<file path="src/rtl/cpu_types_pkg.sv">
// Shared types for the pipeline controller: register/word widths, the
// controller state encoding and the packed bundle of latch controls.
package cpu_types_pkg;

   typedef logic [31:0] word_t;
   typedef logic [4:0]  regbits_t;

   typedef enum logic [2:0] {
      RUN      = 3'd0,
      MEMWAIT  = 3'd1,
      LDUSE    = 3'd2,
      REDIRECT = 3'd3,
      HALTED   = 3'd4
   } pipe_state_t;

   // One bit per latch control, in the order the outputs are listed.
   typedef struct packed {
      logic pc_wen;
      logic ifid_wen;
      logic idex_wen;
      logic exmem_wen;
      logic memwb_wen;
      logic ifid_flush;
      logic idex_flush;
      logic exmem_flush;
      logic memwb_flush;
      logic halt;
   } pipe_ctrl_t;

   localparam word_t WORD_MAX = '1;

   // Increment that sticks at all-ones instead of wrapping.
   function automatic word_t sat_inc(input word_t value);
      return (value == WORD_MAX) ? value : value + 32'd1;
   endfunction

endpackage

</file>
<file path="src/rtl/pipeline_ctrl_if.sv">
// Hazard/status inputs and latch-control outputs of the pipeline controller.
// master: datapath side, slave: controller side.
// The performance counters exist only when PIPE_PERF_EN is defined.
interface pipeline_ctrl_if;
   import cpu_types_pkg::*;

   logic     ihit;
   logic     dhit;
   logic     dmem_req;
   logic     memread_ex;
   regbits_t rt_ex;
   regbits_t rs_id;
   regbits_t rt_id;
   logic     redirect_mem;
   logic     halt_wb;

   logic     pc_wen;
   logic     ifid_wen;
   logic     idex_wen;
   logic     exmem_wen;
   logic     memwb_wen;
   logic     ifid_flush;
   logic     idex_flush;
   logic     exmem_flush;
   logic     memwb_flush;
   logic     halt;

`ifdef PIPE_PERF_EN
   word_t    stall_cnt;
   word_t    flush_cnt;
`endif

   modport master (
      output ihit, dhit, dmem_req, memread_ex, rt_ex, rs_id, rt_id,
             redirect_mem, halt_wb,
      input  pc_wen, ifid_wen, idex_wen, exmem_wen, memwb_wen,
             ifid_flush, idex_flush, exmem_flush, memwb_flush, halt
`ifdef PIPE_PERF_EN
      , input stall_cnt, flush_cnt
`endif
   );

   modport slave (
      input  ihit, dhit, dmem_req, memread_ex, rt_ex, rs_id, rt_id,
             redirect_mem, halt_wb,
      output pc_wen, ifid_wen, idex_wen, exmem_wen, memwb_wen,
             ifid_flush, idex_flush, exmem_flush, memwb_flush, halt
`ifdef PIPE_PERF_EN
      , output stall_cnt, flush_cnt
`endif
   );

endinterface

</file>
<file path="src/rtl/pipeline_ctrl_hazard_detect.sv">
// Load-use detector: a load in EX whose destination feeds the instruction in ID.
// Register 0 is hard-wired, so a load targeting it never creates a hazard.
module hazard_detect
   import cpu_types_pkg::*;
(
   input  logic     memread_ex,
   input  regbits_t rt_ex,
   input  regbits_t rs_id,
   input  regbits_t rt_id,
   output logic     load_use
);

   // Pure combinational compare against both ID source operands.
   always_comb begin
      load_use = memread_ex && (rt_ex != '0) && ((rt_ex == rs_id) || (rt_ex == rt_id));
   end

endmodule

</file>
<file path="src/rtl/pipeline_ctrl.sv">
// Pipeline hazard/stall controller: latch write enables and bubble inserts.
// Optional build macro PIPE_PERF_EN adds saturating stall/flush counters.
//
// state    | meaning
// ---------+-----------------------------------------------------------
// RUN      | normal flow, all hazards evaluated
// MEMWAIT  | previous cycle was a memory stall; leaves on first clean cycle
// LDUSE    | one bubble inserted for a load-use; no re-detection this cycle
// REDIRECT | redirect taken last cycle; flush the stale fetch in IF/ID once
// HALTED   | halt retired; everything frozen until reset
module pipeline_ctrl
   import cpu_types_pkg::*;
(
   input  logic            CLK,
   input  logic            nRST,
   pipeline_ctrl_if.slave  pif
);

   pipe_state_t state;
   pipe_state_t state_nxt;
   pipe_ctrl_t  ctrl;
   pipe_ctrl_t  ctrl_out;
   logic        load_use;
   logic        mem_stall;

   hazard_detect u_hazard_detect (
      .memread_ex (pif.memread_ex),
      .rt_ex      (pif.rt_ex),
      .rs_id      (pif.rs_id),
      .rt_id      (pif.rt_id),
      .load_use   (load_use)
   );

   assign mem_stall = (pif.dmem_req & ~pif.dhit) | ~pif.ihit;

   // Priority decode: halted, halt retiring, memory stall, redirect, load-use, run.
   always_comb begin
      ctrl      = '0;
      state_nxt = state;
      if (state == HALTED) begin
         ctrl.halt = 1'b1;
      end else if (pif.halt_wb) begin
         state_nxt = HALTED;
      end else if (mem_stall) begin
         // Front of the pipe freezes (a pending redirect stays in MEM), a bubble drains into WB.
         ctrl.memwb_wen   = 1'b1;
         ctrl.memwb_flush = 1'b1;
         state_nxt        = MEMWAIT;
      end else if (pif.redirect_mem) begin
         ctrl.pc_wen      = 1'b1;
         ctrl.ifid_wen    = 1'b1;
         ctrl.idex_wen    = 1'b1;
         ctrl.exmem_wen   = 1'b1;
         ctrl.memwb_wen   = 1'b1;
         ctrl.ifid_flush  = 1'b1;
         ctrl.idex_flush  = 1'b1;
         ctrl.exmem_flush = 1'b1;
         state_nxt        = REDIRECT;
      end else if (state == REDIRECT) begin
         ctrl.pc_wen     = 1'b1;
         ctrl.ifid_wen   = 1'b1;
         ctrl.idex_wen   = 1'b1;
         ctrl.exmem_wen  = 1'b1;
         ctrl.memwb_wen  = 1'b1;
         ctrl.ifid_flush = 1'b1;
         state_nxt       = RUN;
      end else if (load_use && (state != LDUSE)) begin
         ctrl.idex_wen   = 1'b1;
         ctrl.exmem_wen  = 1'b1;
         ctrl.memwb_wen  = 1'b1;
         ctrl.idex_flush = 1'b1;
         state_nxt       = LDUSE;
      end else begin
         ctrl.pc_wen    = 1'b1;
         ctrl.ifid_wen  = 1'b1;
         ctrl.idex_wen  = 1'b1;
         ctrl.exmem_wen = 1'b1;
         ctrl.memwb_wen = 1'b1;
         state_nxt      = RUN;
      end
   end

   // State register; reset drops any in-flight stall/redirect sequence.
   always_ff @(posedge CLK or negedge nRST) begin
      if (!nRST) state <= RUN;
      else       state <= state_nxt;
   end

   // Outputs are combinational, so they are masked for as long as reset is held.
   always_comb begin
      ctrl_out = nRST ? ctrl : '0;
   end

   assign pif.pc_wen      = ctrl_out.pc_wen;
   assign pif.ifid_wen    = ctrl_out.ifid_wen;
   assign pif.idex_wen    = ctrl_out.idex_wen;
   assign pif.exmem_wen   = ctrl_out.exmem_wen;
   assign pif.memwb_wen   = ctrl_out.memwb_wen;
   assign pif.ifid_flush  = ctrl_out.ifid_flush;
   assign pif.idex_flush  = ctrl_out.idex_flush;
   assign pif.exmem_flush = ctrl_out.exmem_flush;
   assign pif.memwb_flush = ctrl_out.memwb_flush;
   assign pif.halt        = ctrl_out.halt;

`ifdef PIPE_PERF_EN
   logic  stall_evt;
   logic  redir_evt;
   word_t stall_cnt;
   word_t flush_cnt;

   // Each event has a unique control signature: memwb_flush only on a memory
   // stall, idex_flush without ifid_flush only on load-use, exmem_flush only on
   // a redirect. None of them fire in HALTED, which freezes both counters.
   assign stall_evt = ctrl.memwb_flush | (ctrl.idex_flush & ~ctrl.ifid_flush);
   assign redir_evt = ctrl.exmem_flush;

   // Saturating event counters.
   always_ff @(posedge CLK or negedge nRST) begin
      if (!nRST) begin
         stall_cnt <= '0;
         flush_cnt <= '0;
      end else begin
         if (stall_evt) stall_cnt <= sat_inc(stall_cnt);
         if (redir_evt) flush_cnt <= sat_inc(flush_cnt);
      end
   end

   assign pif.stall_cnt = stall_cnt;
   assign pif.flush_cnt = flush_cnt;
`endif

endmodule

</file>
<file path="src/flat_wrapper.sv">
// flat-port wrapper written by rule: the top's interface ports become plain ports
module pipeline_ctrl_flat import cpu_types_pkg::*;
  (CLK, nRST, pif_ihit, pif_dhit, pif_dmem_req, pif_memread_ex, pif_rt_ex, pif_rs_id, pif_rt_id, pif_redirect_mem, pif_halt_wb, pif_pc_wen, pif_ifid_wen, pif_idex_wen, pif_exmem_wen, pif_memwb_wen, pif_ifid_flush, pif_idex_flush, pif_exmem_flush, pif_memwb_flush, pif_halt);
  pipeline_ctrl_if pif_i ();
  input  logic CLK;
  input  logic nRST;
  input wire logic [$bits(pif_i.ihit)-1:0] pif_ihit;
  input wire logic [$bits(pif_i.dhit)-1:0] pif_dhit;
  input wire logic [$bits(pif_i.dmem_req)-1:0] pif_dmem_req;
  input wire logic [$bits(pif_i.memread_ex)-1:0] pif_memread_ex;
  input wire logic [$bits(pif_i.rt_ex)-1:0] pif_rt_ex;
  input wire logic [$bits(pif_i.rs_id)-1:0] pif_rs_id;
  input wire logic [$bits(pif_i.rt_id)-1:0] pif_rt_id;
  input wire logic [$bits(pif_i.redirect_mem)-1:0] pif_redirect_mem;
  input wire logic [$bits(pif_i.halt_wb)-1:0] pif_halt_wb;
  output wire logic [$bits(pif_i.pc_wen)-1:0] pif_pc_wen;
  output wire logic [$bits(pif_i.ifid_wen)-1:0] pif_ifid_wen;
  output wire logic [$bits(pif_i.idex_wen)-1:0] pif_idex_wen;
  output wire logic [$bits(pif_i.exmem_wen)-1:0] pif_exmem_wen;
  output wire logic [$bits(pif_i.memwb_wen)-1:0] pif_memwb_wen;
  output wire logic [$bits(pif_i.ifid_flush)-1:0] pif_ifid_flush;
  output wire logic [$bits(pif_i.idex_flush)-1:0] pif_idex_flush;
  output wire logic [$bits(pif_i.exmem_flush)-1:0] pif_exmem_flush;
  output wire logic [$bits(pif_i.memwb_flush)-1:0] pif_memwb_flush;
  output wire logic [$bits(pif_i.halt)-1:0] pif_halt;
  assign pif_i.ihit = pif_ihit;
  assign pif_i.dhit = pif_dhit;
  assign pif_i.dmem_req = pif_dmem_req;
  assign pif_i.memread_ex = pif_memread_ex;
  assign pif_i.rt_ex = pif_rt_ex;
  assign pif_i.rs_id = pif_rs_id;
  assign pif_i.rt_id = pif_rt_id;
  assign pif_i.redirect_mem = pif_redirect_mem;
  assign pif_i.halt_wb = pif_halt_wb;
  assign pif_pc_wen = pif_i.pc_wen;
  assign pif_ifid_wen = pif_i.ifid_wen;
  assign pif_idex_wen = pif_i.idex_wen;
  assign pif_exmem_wen = pif_i.exmem_wen;
  assign pif_memwb_wen = pif_i.memwb_wen;
  assign pif_ifid_flush = pif_i.ifid_flush;
  assign pif_idex_flush = pif_i.idex_flush;
  assign pif_exmem_flush = pif_i.exmem_flush;
  assign pif_memwb_flush = pif_i.memwb_flush;
  assign pif_halt = pif_i.halt;
  pipeline_ctrl u_core (.CLK(CLK), .nRST(nRST), .pif(pif_i));
endmodule
</file>
<file path="config.mk">
export PLATFORM = sky130hd
export DESIGN_NAME = pipeline_ctrl_flat
export DESIGN_NICKNAME = d
export VERILOG_FILES = /design/src/rtl/cpu_types_pkg.sv /design/src/rtl/pipeline_ctrl_if.sv /design/src/rtl/pipeline_ctrl_hazard_detect.sv /design/src/rtl/pipeline_ctrl.sv /design/src/flat_wrapper.sv
export SDC_FILE = /design/constraint.sdc
export NUM_CORES = 1
export LEC_CHECK = 0
export CAP_MARGIN = 20
export CORE_AREA = 2 2 39 41
export DETAILED_ROUTE_END_ITERATION = 8
export DIE_AREA = 0 0 41 43
export PLACE_DENSITY = 0.81
export SLEW_MARGIN = 25
export SYNTH_ARGS = -nofsm -noshare
export SYNTH_HDL_FRONTEND = slang
export SYNTH_HIERARCHICAL = 1
export SYNTH_SLANG_ARGS = --single-unit
</file>
<file path="constraint.sdc">
create_clock -name CLK -period 1.8 [get_ports CLK]
set_input_delay 0.36 -clock CLK [delete_from_list [all_inputs] [get_ports CLK]]
set_output_delay 0.36 -clock CLK [all_outputs]
set_load 0.05 [all_outputs]
</file>
==> flow_summary.ini <==
[run_status]
outcome = finished with violations
violations = setup timing

[job]
drv_cap = 0

[worst_setup_path]
reg2reg_depth = 5
startpoint = pif_rt_ex[3]
timing.rr.end = u_core/state[1]$_DFFE_PN0N_
path_max_fanout = 2
setup.worst_path.end = pif_idex_flush
crit-reg2reg-launch = u_core/state[2]$_DFFE_PN0N_
critPathRequiredTime_ns = 1.44
endpoint_kind = output port
worstSetupPathType = primary input to output port
start_kind = primary input
rrSetupSlack_ns = 0.63
cp.arrival_ns = 1.65

[layout]
final_common_cell = buf_4
antennaDiodeCount = 0
syn2layout_area_growth_pct = 185
num-nets-final = 116
top_regs = u_core/state: 3 flops
final_area_um2 = 1040
final_cell_mix = buf_4, buf_12, dlygate4sd2_1
n_fill_cell = 102
drive_gt1_frac = 0.674
regMostFlops = u_core/state
largest_register_ffs = 3
utilization = 0.755

[grt]
grt_max_degree = 6
antenna_found_initial = 0
grt-ovfl-total = 0
grt_pass1_wl_um = 2390
grt_pass1_vias = 600
grt_use_total = 0.212

[worst_hold_path]
hp-class = primary input to async pin

[synth]
synth.avg_cell_area_um2 = 8.53
yosysTopAreaCell = dfrtp_1
ys_seq_area_frac = 0.205
synth-compound-area-share = 0.0990
ys_ff_latch = 3
synth_fa_ha_area_frac = 0
synthXorXnorAreaFrac = 0.239
synthDistinctLibCells = 21
synth_area_um2 = 367
synth_warnings = 6
synth_top_family_by_area = simple AND/OR/NAND/NOR gates
synth_top_area_frac = 0.205
synth-simple-area-share = 0.396
muxShareOfSynthArea = 0
syn_nets = 66
synth_cells = 43
synthTopCellsByArea = dfrtp_1, xor2_1, xnor2_1

[power_and_ir_drop]
finalPower_mw = 0.465
ir_worst_vdd_mv = 0.479
p_leak_nw = 0.467
power.density_nw_per_um2 = 445

[timing]
setup_violations = 7
clock.fmax_mhz = 497
finalClockSkew_ns = 0.00376
fin_ws_ns = -0.211
holdWs_ns = 0.208
report.final.slew_viol_count = 0
worstMarginPinSlew_ns = 0.368
max_slew_margin = 0.754
finalCritPeriodShare = 1.12
grt_setup_unrepaired = yes
hold_viol_final = 0
finalCriticalPeriod_ns = 2.01

[route]
ant_nets = 0
drc = 0
via_count = 489
drtIter0Drc = 1
wirelength_um = 1500
drt_pre_antenna_iters = 2
wire_per_inst_um = 13.9
via_per_inst = 4.53

[place]
detailed_place_hpwl_um = 1120
place_area_um2 = 928
place_congestion = 0.649
port_buffers = 32

[clock_network]
clock-sinks = 3
clockBufferDepth = 2
cts-root-buf = clkbuf_4
cts_tree = yes
cts_buffers = 3
clkTransAtPathRegs_ns = 0.04
h-tree-depth = 1
ctsHoldBuffers = 0
clk_latency_ns = 0.25

[die]
die_h_um = 43
die_area_um2 = 1760
die_w_um = 41
core.rowCount = 14
ios = 33
start_util = 0.265
core_area_um2 = 1380
## power by group
group / internal, mW / switching, mW
clock network: 0.0835 / 0.0415
logic: 0.143 / 0.119
registers: 0.0735 / 0.00446
## worst min path at each step
stage                           startpoint                     endpoint  slack (ns)  depth (start not counted)
2_1_floorplan                         nRST  u_core/state[0]$_DFFE_PN0N_        0.06                          0
3_3_place_gp   u_core/state[0]$_DFFE_PN0N_  u_core/state[2]$_DFFE_PN0N_        0.68                          3
3_5_place_dp   u_core/state[0]$_DFFE_PN0N_  u_core/state[2]$_DFFE_PN0N_        0.70                          3
4_1_cts                               nRST  u_core/state[1]$_DFFE_PN0N_        0.21                          2
5_1_grt                               nRST  u_core/state[1]$_DFFE_PN0N_        0.22                          2
6_report                              nRST  u_core/state[1]$_DFFE_PN0N_        0.21                          2
## synth_stat cells
master,number
nor4b_4,1
nor3b_1,1
inv_1,2
o21ai_1,1
xnor2_1,4
nor2_1,2
buf_4,2
or4_1,1
xor2_1,6
nor2b_1,2
nand3_1,2
and2_2,1
and2_1,2
nor3_1,3
nand2b_1,3
o21a_1,2
nand2_1,1
nor3b_4,1
a21oi_1,2
a31oi_1,1
dfrtp_1,3
## timing repair
item	in CTS	in global routing
setup buffers	3	1
hold endpoints to repair	0	0
gates resized for setup	54	20
endpoints found under the setup margin	9	8
pin swaps	20	15
## critical path, stage by stage
cell and delay [ns]:
buf_6 0.10, buf_6 0.10, or4_4 0.49, o21ai_4 0.16, a21oi_4 0.06, a21oi_4 0.16
nor3b_4 0.07, buf_12 0.15
## through the flow
step / instances / setup slack, ns / setup TNS (ns)
floorplan: 43 / -0.330 / -1.31
finish: 108 / -0.211 / -0.771
CTS: 108 / -0.328 / -1.04
detailed placement: 101 / -0.699 / -3.22
global placement: 101 / -0.638 / -2.90
global route: 108 / -0.280 / -1.25
## routing by layer
metal | vias to the layer above | GRT usage | routed length, um
li1 | 239 | - | -
met1 | 221 | 0.168 | 423
met2 | 25 | 0.388 | 883
met3 | 4 | 0.0733 | 156
met4 | 0 | 0.140 | 35
met5 | - | 0 | 0
## cell families after synthesis
logic type                after synthesis
and+or+nand+nor                        20
buffers and inverters                   4
DFF                                     3
AOI/OAI and AO/OA                       6
xor gates and xnor gates               10
## layout make-up
type	instances	area, um^2	area share
flip-flops and latches	3	75.1	0.0719
inverters	2	7.51	0.00719
clock buffers	4	26.3	0.0251
repair buffers	47	503	0.481
well taps	16	20.0	0.0192
multi-input cells	36	413	0.395
No activity file was read; power rests on OpenSTA's default activity.
